--- src/rtl/vga_pixel_out.sv ---
// 640x480@60 VGA output stage: timing generator, pixel request to the RGB555
// processor, latency-matched sync/blank pipeline and RGB555 -> RGB888 expansion.
module vga_pixel_out #(
    parameter int H_TOTAL  = 800,
    parameter int H_SYNC   = 96,
    parameter int H_BACK   = 48,
    parameter int H_ACTIVE = 640,
    parameter int V_TOTAL  = 525,
    parameter int V_SYNC   = 2,
    parameter int V_BACK   = 33,
    parameter int V_ACTIVE = 480,
    parameter int PROC_LAT = 1
) (
    input  logic        i_clk,
    input  logic        i_rst,
    input  logic [14:0] i_data,
    output logic        o_is_new_read,
    output logic [7:0]  o_vga_r,
    output logic [7:0]  o_vga_g,
    output logic [7:0]  o_vga_b,
    output logic        o_vga_hs,
    output logic        o_vga_vs,
    output logic        o_vga_blank_n,
    output logic [10:0] o_h_cnt,
    output logic [10:0] o_v_cnt,
    output logic        o_frame_start
);

    localparam logic [10:0] H_LAST      = 11'(H_TOTAL - 1);
    localparam logic [10:0] V_LAST      = 11'(V_TOTAL - 1);
    localparam logic [10:0] H_SYNC_END  = 11'(H_SYNC);
    localparam logic [10:0] V_SYNC_END  = 11'(V_SYNC);
    localparam logic [10:0] H_ACT_START = 11'(H_SYNC + H_BACK);
    localparam logic [10:0] H_ACT_END   = 11'(H_SYNC + H_BACK + H_ACTIVE);
    localparam logic [10:0] V_ACT_START = 11'(V_SYNC + V_BACK);
    localparam logic [10:0] V_ACT_END   = 11'(V_SYNC + V_BACK + V_ACTIVE);

    function automatic logic [7:0] expand5(input logic [4:0] c);
        return {c, c[4:2]};
    endfunction

    logic [10:0] h_q, h_d;
    logic [10:0] v_q, v_d;
    logic        hs_raw, vs_raw, act_raw;
    logic        req_q, req_d;
    logic        frame_start_q, frame_start_d;

    // Stage 0 lines up with o_is_new_read; stage PROC_LAT lines up with valid i_data.
    logic [PROC_LAT:0] hs_pipe_q, hs_pipe_d;
    logic [PROC_LAT:0] vs_pipe_q, vs_pipe_d;
    logic [PROC_LAT:0] act_pipe_q, act_pipe_d;

    logic [7:0] r_q, r_d;
    logic [7:0] g_q, g_d;
    logic [7:0] b_q, b_d;
    logic       hs_q, hs_d;
    logic       vs_q, vs_d;
    logic       blank_n_q, blank_n_d;

    always_comb begin
        // NOTE: every always_comb output gets a default first so no path infers a latch.
        h_d = h_q + 11'd1;
        v_d = v_q;
        if (h_q == H_LAST) begin
            h_d = '0;
            v_d = (v_q == V_LAST) ? 11'd0 : v_q + 11'd1;
        end
    end

    always_comb begin
        hs_raw  = (h_q >= H_SYNC_END);
        vs_raw  = (v_q >= V_SYNC_END);
        act_raw = (h_q >= H_ACT_START) && (h_q < H_ACT_END) &&
                  (v_q >= V_ACT_START) && (v_q < V_ACT_END);
    end

    always_comb begin
        req_d         = act_raw;
        frame_start_d = (h_q == '0) && (v_q == '0);
        hs_pipe_d     = {hs_pipe_q[PROC_LAT-1:0], hs_raw};
        vs_pipe_d     = {vs_pipe_q[PROC_LAT-1:0], vs_raw};
        act_pipe_d    = {act_pipe_q[PROC_LAT-1:0], act_raw};
    end

    always_comb begin
        hs_d      = hs_pipe_q[PROC_LAT];
        vs_d      = vs_pipe_q[PROC_LAT];
        blank_n_d = act_pipe_q[PROC_LAT];
        r_d       = '0;
        g_d       = '0;
        b_d       = '0;
        // Outside the visible window i_data is ignored entirely.
        if (act_pipe_q[PROC_LAT]) begin
            r_d = expand5(i_data[14:10]);
            g_d = expand5(i_data[9:5]);
            b_d = expand5(i_data[4:0]);
        end
    end

    // NOTE: state registers use non-blocking assignments so every flop samples pre-edge values.
    always_ff @(posedge i_clk or posedge i_rst) begin
        if (i_rst) begin
            h_q           <= '0;
            v_q           <= '0;
            req_q         <= 1'b0;
            frame_start_q <= 1'b0;
            // NOTE: the delay pipeline is reset too, so a request in flight at reset never surfaces.
            hs_pipe_q     <= '1;
            vs_pipe_q     <= '1;
            act_pipe_q    <= '0;
            r_q           <= '0;
            g_q           <= '0;
            b_q           <= '0;
            hs_q          <= 1'b1;
            vs_q          <= 1'b1;
            blank_n_q     <= 1'b0;
        end else begin
            h_q           <= h_d;
            v_q           <= v_d;
            req_q         <= req_d;
            frame_start_q <= frame_start_d;
            hs_pipe_q     <= hs_pipe_d;
            vs_pipe_q     <= vs_pipe_d;
            act_pipe_q    <= act_pipe_d;
            r_q           <= r_d;
            g_q           <= g_d;
            b_q           <= b_d;
            hs_q          <= hs_d;
            vs_q          <= vs_d;
            blank_n_q     <= blank_n_d;
        end
    end

    assign o_is_new_read = req_q;
    assign o_vga_r       = r_q;
    assign o_vga_g       = g_q;
    assign o_vga_b       = b_q;
    assign o_vga_hs      = hs_q;
    assign o_vga_vs      = vs_q;
    assign o_vga_blank_n = blank_n_q;
    assign o_h_cnt       = h_q;
    assign o_v_cnt       = v_q;
    assign o_frame_start = frame_start_q;

endmodule
--- config.mk ---
export PLATFORM = sky130hd
export DESIGN_NAME = vga_pixel_out
export DESIGN_NICKNAME = d
export VERILOG_FILES = /design/src/rtl/vga_pixel_out.sv
export SDC_FILE = /design/constraint.sdc
export NUM_CORES = 1
export LEC_CHECK = 0
export CAP_MARGIN = 5
export CORE_ASPECT_RATIO = 1.2
export CORE_MARGIN = 3
export CORE_UTILIZATION = 45
export CTS_CLUSTER_DIAMETER = 100
export CTS_CLUSTER_SIZE = 40
export DETAILED_ROUTE_END_ITERATION = 8
export PLACE_DENSITY = 0.85
export SETUP_SLACK_MARGIN = 0.5
export SLEW_MARGIN = 20
export SYNTH_ARGS = -nofsm -noshare
export SYNTH_HDL_FRONTEND = slang
export SYNTH_SLANG_ARGS = --single-unit
--- constraint.sdc ---
create_clock -name i_clk -period 2.6 [get_ports i_clk]
set_input_delay 0.52 -clock i_clk [delete_from_list [all_inputs] [get_ports i_clk]]
set_output_delay 0.52 -clock i_clk [all_outputs]
set_load 0.1 [all_outputs]
# Word level (Yosys, flattened, before mapping)
# Index checks and enable logic that the tools add are counted.
dict set report totals {
  register_bits 57
  latchBits 0
  ramBits 0
  rom_bits 0
  in_bits 17
  output_inout_bits 51
  word_cells 34
  mem_count 0
}
dict set report op_classes {
  addsub 2
  mul 0
  n_div 0
  n_lt_le_gt_ge 6
  n_eq_ne 2
  n_shift 0
  n_mux 5
  bitwise_logic 0
  reduce_logical 6
}
# operator count
set op_table {}
lappend op_table {{two-way mux 8 bit} 3}
lappend op_table {{adder 11 x 1 -> 11 bit, second input constant} 2}
lappend op_table {{equality test 11 x 10 -> 1 bit, second input constant} 2}
lappend op_table {{logical NOT 11 bit} 2}
lappend op_table {{< comparator 11 x 10 -> 1 bit, second input constant} 2}
lappend op_table {{two-way mux 11 bit} 2}
lappend op_table {{greater-or-equal comparator 11 x 2 -> 1 bit, second input constant} 1}
lappend op_table {{greater-or-equal comparator 11 x 6 -> 1 bit, second input constant} 1}
lappend op_table {{greater-or-equal comparator 11 x 7 -> 1 bit, second input constant} 1}
lappend op_table {{greater-or-equal comparator 11 x 8 -> 1 bit, second input constant} 1}
lappend op_table {{logical AND 1 bit} 4}

# Longest topological paths before layout
# Gate-level depths: netlist of run 1.
dict set report depth {
  word_depth 4
  mapped_depth 7
  depth_no_buf 6
}

# Worst setup path before layout of run 1
# Ideal clock, no wire load.
dict set report synth_path {
  path_type {flip-flop to flip-flop}
  start {reg h_q[0] (netlist: o_h_cnt[0])}
  end {reg v_q[5] (netlist: o_v_cnt[5])}
  setup_ns 0.126
  t_arrival_ns 2.373
  t_required_ns 2.474
  path_slack_ns 0.102
  stages_incl_launch_ff 7
  path_buffers 1
  period_less_slack_ns 2.498
  cell_sequence {dfrtp_1 > ha_1 > nand4_1 > nor4_4 > buf_6 > nand3_2 > mux2_4}
}
dict set report synth_via {
  elab_chain_cells 1
}
# item line_no
set synth_lines {}
lappend synth_lines {{start: declaration} 42} ;# logic [10:0] h_q, h_d;
lappend synth_lines {{start signal: assignment} 103} ;# h_q <= '0;
lappend synth_lines {{start signal: assignment} 118} ;# h_q <= h_d;
lappend synth_lines {{equality test 11 x 10 -> 1 bit} 64} ;# if (h_q == H_LAST) begin
lappend synth_lines {{end signal: assignment} 119} ;# v_q <= v_d;
lappend synth_lines {{end: declaration} 43} ;# logic [10:0] v_q, v_d;
# No other way between the ends.
# A chain may end at the register's enable or synchronous reset.

# Worst setup path after layout of run 1
dict set report layout_path {
  start {reg v_q[6] (netlist: o_v_cnt[6])}
  end {reg v_q[5] (netlist: o_v_cnt[5])}
}
dict set report layout_via {
  elab_chain_cells 2
}
# item line_no
set layout_lines {}
lappend layout_lines {{equality test 11 x 10 -> 1 bit} 66} ;# v_d = (v_q == V_LAST) ? 11'd0 : v_q + 11'd1;
lappend layout_lines {{two-way mux 11 bit} 66}
# No other way between the ends.

==> results.sh, run 1 <==
export IMPL_status="finished, final reports clean"
export IMPL_start_util_pct=47.7
export IMPL_grt_pass1_vias=1470
export IMPL_viasPerCell=5.03
export IMPL_design_area_um2=2770
export IMPL_drv_slew=0
export IMPL_syn_area_um2=2060
export IMPL_clockBufferDepth=2
export IMPL_worstSetupEndpointType="register"
export IMPL_worst_slew_pin_slew_ps=640
export IMPL_period_share_pct=74.8
export IMPL_cts_clk_slew_worst_paths_ps=80
export IMPL_crit_fanout=6
export IMPL_cp_required_ps=2790
export IMPL_setup_tns_ps=0
export IMPL_rows=26
export IMPL_grt_max_degree=29
export IMPL_vias=1489
export IMPL_cts_hold_buffers=0
export IMPL_dieArea_um2=5440
export IMPL_synthArstFlopShare_pct=100
export IMPL_hold_ws_ps=358
export IMPL_ioPinCount=68
export IMPL_synth_edf_count=0
export IMPL_p_leak_nw=1.38
export IMPL_period_minus_slack_ps=1940
export IMPL_start_kind="register"
export IMPL_p_per_area_nw_per_um2=502
export IMPL_nets=261
export IMPL_htree_levels=2
export IMPL_syn_nets=197
export IMPL_final_cell_mix="buf_4 (57), dfrtp_1 (23), and2_1 (17), clkdlybuf4s50_1 (16), dfrtp_2 (14)"
export IMPL_worstSetupPathType="register to register"
export IMPL_ys_seq_elements=47
export IMPL_grt_ovfl_total=0
export IMPL_synth_warning_count=0
export IMPL_postCtsResizedCells=0
export IMPL_hpwlAfterDp_mm=3.00
export IMPL_ys_flop_type="dfrtp_1"
export IMPL_clock_sinks=47
export IMPL_fmax_ghz=0.514
export IMPL_hold_viol=0
export IMPL_reg2reg_depth=4
export IMPL_place_area_um2=2620
export IMPL_portBuffers=67
export IMPL_die_h_um=80.2
export IMPL_drive_above_1_share_pct=39.6
export IMPL_clk_latency_ps=290
export IMPL_syn_inst=175
export IMPL_antenna_cells=0
export IMPL_finClkSkew_ps=3.48
export IMPL_clockRootBuffer="clkbuf_8"
export IMPL_setup_violations_final=0
export IMPL_core_region_area_um2=4330
export IMPL_gp_congestion=0.831
export IMPL_avgSynthCellArea_um2=11.8
export IMPL_grt_pass1_wl_mm=6.58
export IMPL_area_delta_synth_final_pct=34.4
export IMPL_wl_per_cell_um=13.9
export IMPL_drc=0
export IMPL_min_path_type="register to register"
export IMPL_numCtsBuffers=5
export IMPL_yosysSeqAreaShare_pct=57.3
export IMPL_grt_usage_pct=15.9
export IMPL_routed_wirelength_mm=4.12
export IMPL_ant_nets=0
export IMPL_final_common_cell="buf_4"
export IMPL_min_path_cells=0
export IMPL_firstDrtPassIters=4
export IMPL_die_w_um=67.8
export IMPL_antenna_found_initial=0
export IMPL_cts_tree="built"
export IMPL_crit_arrival_ps=2130
export IMPL_postCtsSetupRepairBufs=0
export IMPL_synth_distinct_cells=42
export IMPL_slew_headroom_pct=57.0
export IMPL_max_cap_viol_count=0
export IMPL_drt_iter0_drc=60
export IMPL_ir_drop_mv=0.303
export IMPL_rsz0062_at_grt="no"
## state kept, by name, indices dropped and copies added, names as in the netlist
register	cells
hs_pipe_q	2
o_vga_vs	1
o_vga_g	5
o_v_cnt	11
o_h_cnt	11
act_pipe_q	2
o_vga_hs	1
o_vga_b	5
o_frame_start	1
o_vga_blank_n	1
o_vga_r	5
vs_pipe_q	2
## cell families after synthesis
kind of cell    after synthesis  synth area share [%]
fa+ha+maj                     5                  3.03
compound gates               17                  5.88
simple gates                 67                  19.6
buf+inv                      23                  6.79
mux                           4                  2.24
flops                        47                  57.3
xor+xnor                     12                  5.09
## worst max-delay path: stages, from the launching register on
cell and delay [ps]:
dfrtp_2 450, or3_1 450, nor3_1 570, nor2_1 90, mux2_4 280
## final timing paths
kind	from	end	slack (ps)
worst max-delay path	o_v_cnt[6]	o_v_cnt[5]	660
worst max register to register	o_v_cnt[6]	o_v_cnt[5]	660
worst min register to register	hs_pipe_q[1]	o_vga_hs	360
min in group asynchronous	i_rst	o_vga_r[5]	610
max in group asynchronous	i_rst	o_v_cnt[0]	1420
worst min-delay path	hs_pipe_q[1]	o_vga_hs	360
## report_power, final
part           internal, W  switching, W
registers         0.000730             0
logic            0.0000228     0.0000169
clock network     0.000384      0.000237
total              0.00114      0.000254
## metal layers
layer | wire [um] | global-route usage, % | up-vias
met5 | 0 | 0 | -
met4 | 51 | 5.37 | 0
met3 | 353 | 5.03 | 6
met2 | 2050 | 26.9 | 60
met1 | 1660 | 18.8 | 704
li1 | - | - | 719
## metrics by stage
step	total power, W	worst slack [ps]	instances	utilization [%]
floorplan	0.000756	507	175	-
global placement	0.000785	577	285	60.5
detailed placement	0.000786	548	285	60.5
CTS	0.00141	521	293	63.6
global route	0.00144	553	296	64.1
finish	0.00139	655	296	64.1
## layout make-up
type | count | area (um^2)
clock inverters | 2 | 60.1
repair buffers | 73 | 588
well taps | 56 | 70.1
clock buffers | 6 | 72.6
fillers | 365 | 1550
flip-flops and latches | 47 | 1220
inverters | 7 | 26.3
multi-input cells | 105 | 741
## synthesized netlist by cell type, types with 3 or more instances
master | instances | area, um^2
nor3_1 | 3 | 15.0
clkbuf_1 | 3 | 11.3
and2_1 | 17 | 106
and3_1 | 3 | 18.8
a31oi_1 | 3 | 18.8
xnor2_1 | 7 | 61.3
xor2_1 | 5 | 43.8
ha_1 | 5 | 62.6
nor2_1 | 8 | 30.0
or3_1 | 5 | 31.3
nor4_1 | 3 | 18.8
nand4_1 | 8 | 50.1
dfstp_2 | 6 | 158
inv_1 | 7 | 26.3
buf_4 | 10 | 75.1
nand2_1 | 6 | 22.5
nand3_1 | 4 | 20.0
dfrtp_1 | 41 | 1030
No activity file was read; power rests on OpenSTA's default activity.
==> inputs of run 2 (changes only) <==
==> constraint.sdc (replaced) <==
create_clock -name i_clk -period 1.96 [get_ports i_clk]
set_input_delay 0.392 -clock i_clk [delete_from_list [all_inputs] [get_ports i_clk]]
set_output_delay 0.392 -clock i_clk [all_outputs]
set_load 0.1 [all_outputs]
==> results.sh, run 2 (synthesis gave the netlist of run 1 again) <==
export IMPL_worstSetupPathType="register to register"
export IMPL_core_region_area_um2=4330
export IMPL_clk_latency_ps=290
export IMPL_multi_input_area_um2=856
export IMPL_ir_drop_mv=0.343
export IMPL_ioPinCount=68
export IMPL_cp_required_ps=2140
export IMPL_crit_arrival_ps=2040
export IMPL_dieArea_um2=5440
export IMPL_gp_congestion=0.827
export IMPL_reg2reg_depth=6
export IMPL_worstSetupEndpointType="register"
export IMPL_drv_slew=0
export IMPL_hpwlAfterDp_mm=3.37
export IMPL_cp_common_cell="nand4_1"
export IMPL_final_cell_mix="buf_4 (39), buf_12 (26), dfrtp_2 (22), and2_1 (17), clkdlybuf4s50_1 (16)"
export IMPL_antenna_found_initial=0
export IMPL_grt_use_met2_pct=34.5
export IMPL_clock_sinks=47
export IMPL_crit_start="o_h_cnt[1]"
export IMPL_viasPerCell=5.35
export IMPL_p_per_area_nw_per_um2=467
export IMPL_die_h_um=80.2
export IMPL_drt_iter0_drc=118
export IMPL_start_kind="register"
export IMPL_period_share_pct=95.0
export IMPL_worstReg2RegStart="o_h_cnt[1]"
export IMPL_hold_viol=0
export IMPL_min_path_type="register to register"
export IMPL_setup_violations_final=0
export IMPL_numCtsBuffers=5
export IMPL_drive_above_1_share_pct=55.5
export IMPL_grt_max_degree=30
export IMPL_vias=1706
export IMPL_path_cells="ha_4 > nand4_1 > nor4_4 > buf_12 > nand4_1 > mux2_4"
export IMPL_area_delta_synth_final_pct=67.5
export IMPL_cts_clk_slew_worst_paths_ps=80
export IMPL_dp_slack_ps=80.8
export IMPL_r2r_end="o_v_cnt[4]"
export IMPL_cp_slowest_cell="dfrtp_4"
export IMPL_wl_per_cell_um=17.9
export IMPL_grt_usage_pct=20.6
export IMPL_worstSetupEndpoint="o_v_cnt[4]"
export IMPL_clockBufferDepth=2
export IMPL_clockRootBuffer="clkbuf_8"
export IMPL_utilization_pct=79.9
export IMPL_worst_slew_pin_slew_ps=508
export IMPL_routed_wirelength_mm=5.71
export IMPL_grt_pass1_vias=1688
export IMPL_slew_headroom_pct=66.0
export IMPL_finClkSkew_ps=7.77
export IMPL_antenna_cells=0
export IMPL_cpPeakStageDelay_ps=450
export IMPL_htree_levels=2
export IMPL_status="finished, final reports clean"
export IMPL_p_total_w=0.00161
export IMPL_rows=26
export IMPL_crit_fanout=5
export IMPL_period_minus_slack_ps=1860
export IMPL_drc=0
export IMPL_die_w_um=67.8
export IMPL_fill_cells=238
export IMPL_setup_slack_ps=97.8
export IMPL_rsz0062_at_grt="yes"
export IMPL_p_leak_nw=1.58
export IMPL_top_usage_layer="met2"
export IMPL_final_common_cell="buf_4"
export IMPL_regToRegSetupSlack_ps=100
export IMPL_ant_nets=0
export IMPL_portBuffers=67
export IMPL_cts_tree="built"
export IMPL_nets=284
export IMPL_max_cap_viol_count=0
export IMPL_gr_usage_met3_pct=5.87
export IMPL_fmax_ghz=0.537
export IMPL_start_util_pct=47.7
export IMPL_firstDrtPassIters=4
export IMPL_regArea_um2=1240
export IMPL_grt_ovfl_total=0
export IMPL_grt_pass1_wl_mm=8.42
export IMPL_met1_usage_pct=25.5
run 2: power by group:
group | internal (W) | total (W) | switching (W)
registers | 0.000969 | 0.000969 | 0
clock network | 0.000285 | 0.000590 | 0.000305
logic | 0.0000320 | 0.0000563 | 0.0000243
run 2: cell type report:
class                      count  area share, %
sequential                    47           36.0
timing repair buffer          96           33.7
multi-input combinational    105           24.7
clock buffer                   7           2.50
tap                           56           2.03
inverter                       7          0.868
clock inverter                 1          0.145
run 2: per-layer routing:
metal  routed length, um  vias to the layer above
li1                    -                      769
met1                2180                      861
met2                3080                       74
met3                 413                        2
met4                  40                        0
met5                   0                        -
run 2: worst max-delay path: cells and delay by family, from the launching register on:
kind | cells | cell delay [ps]
flip-flops | 1 | 450
multiplexers | 1 | 320
buffers and inverters | 1 | 160
AND/OR/NAND/NOR | 3 | 680
adder cells (fa/ha/maj) | 1 | 140
run 2: worst min-delay path by stage:
stage	start	to	slack [ps]	cells after the start
after global placement	vs_pipe_q[1]	o_vga_vs	350	0
final	vs_pipe_q[1]	o_vga_vs	360	0
after global routing	vs_pipe_q[1]	o_vga_vs	360	0
after floorplan	hs_pipe_q[0]	hs_pipe_q[1]	350	0
after CTS	vs_pipe_q[0]	vs_pipe_q[1]	360	0
after detailed placement	vs_pipe_q[1]	o_vga_vs	350	0
run 2: repair_timing:
item | CTS | global route
hold buffers | 0 | 0
pin swaps | 10 | 7
setup buffers | 13 | 7
cloned | 2 | 0
setup endpoints to repair | 23 | 30
gates resized for setup | 16 | 19
run 2: stage by stage:
| step | hold slack [ps] | cells | TNS [ps] | area, um^2 |
|---|---|---|---|---|
| 6_report | 361 | 319 | 0 | 3460 |
| 5_1_grt | 362 | 319 | 0 | 3460 |
| 4_1_cts | 360 | 312 | 0 | 3330 |
| 3_5_place_dp | 349 | 289 | 0 | 3020 |
| 3_3_place_gp | 345 | 289 | 0 | 3020 |
| 2_1_floorplan | 345 | 175 | -12.0 | 2170 |
==> inputs of run 3 (changes only) <==
--- a/config.mk
+++ b/config.mk
@@ -14,7 +14,7 @@
 export DETAILED_ROUTE_END_ITERATION = 8
 export PLACE_DENSITY = 0.85
 export SETUP_SLACK_MARGIN = 0.5
-export SLEW_MARGIN = 20
+export SLEW_MARGIN = 15
 export SYNTH_ARGS = -nofsm -noshare
 export SYNTH_HDL_FRONTEND = slang
 export SYNTH_SLANG_ARGS = --single-unit
==> results of run 3 <==
Same layout as run 2: the final DEF is identical, and so are final timing and power.
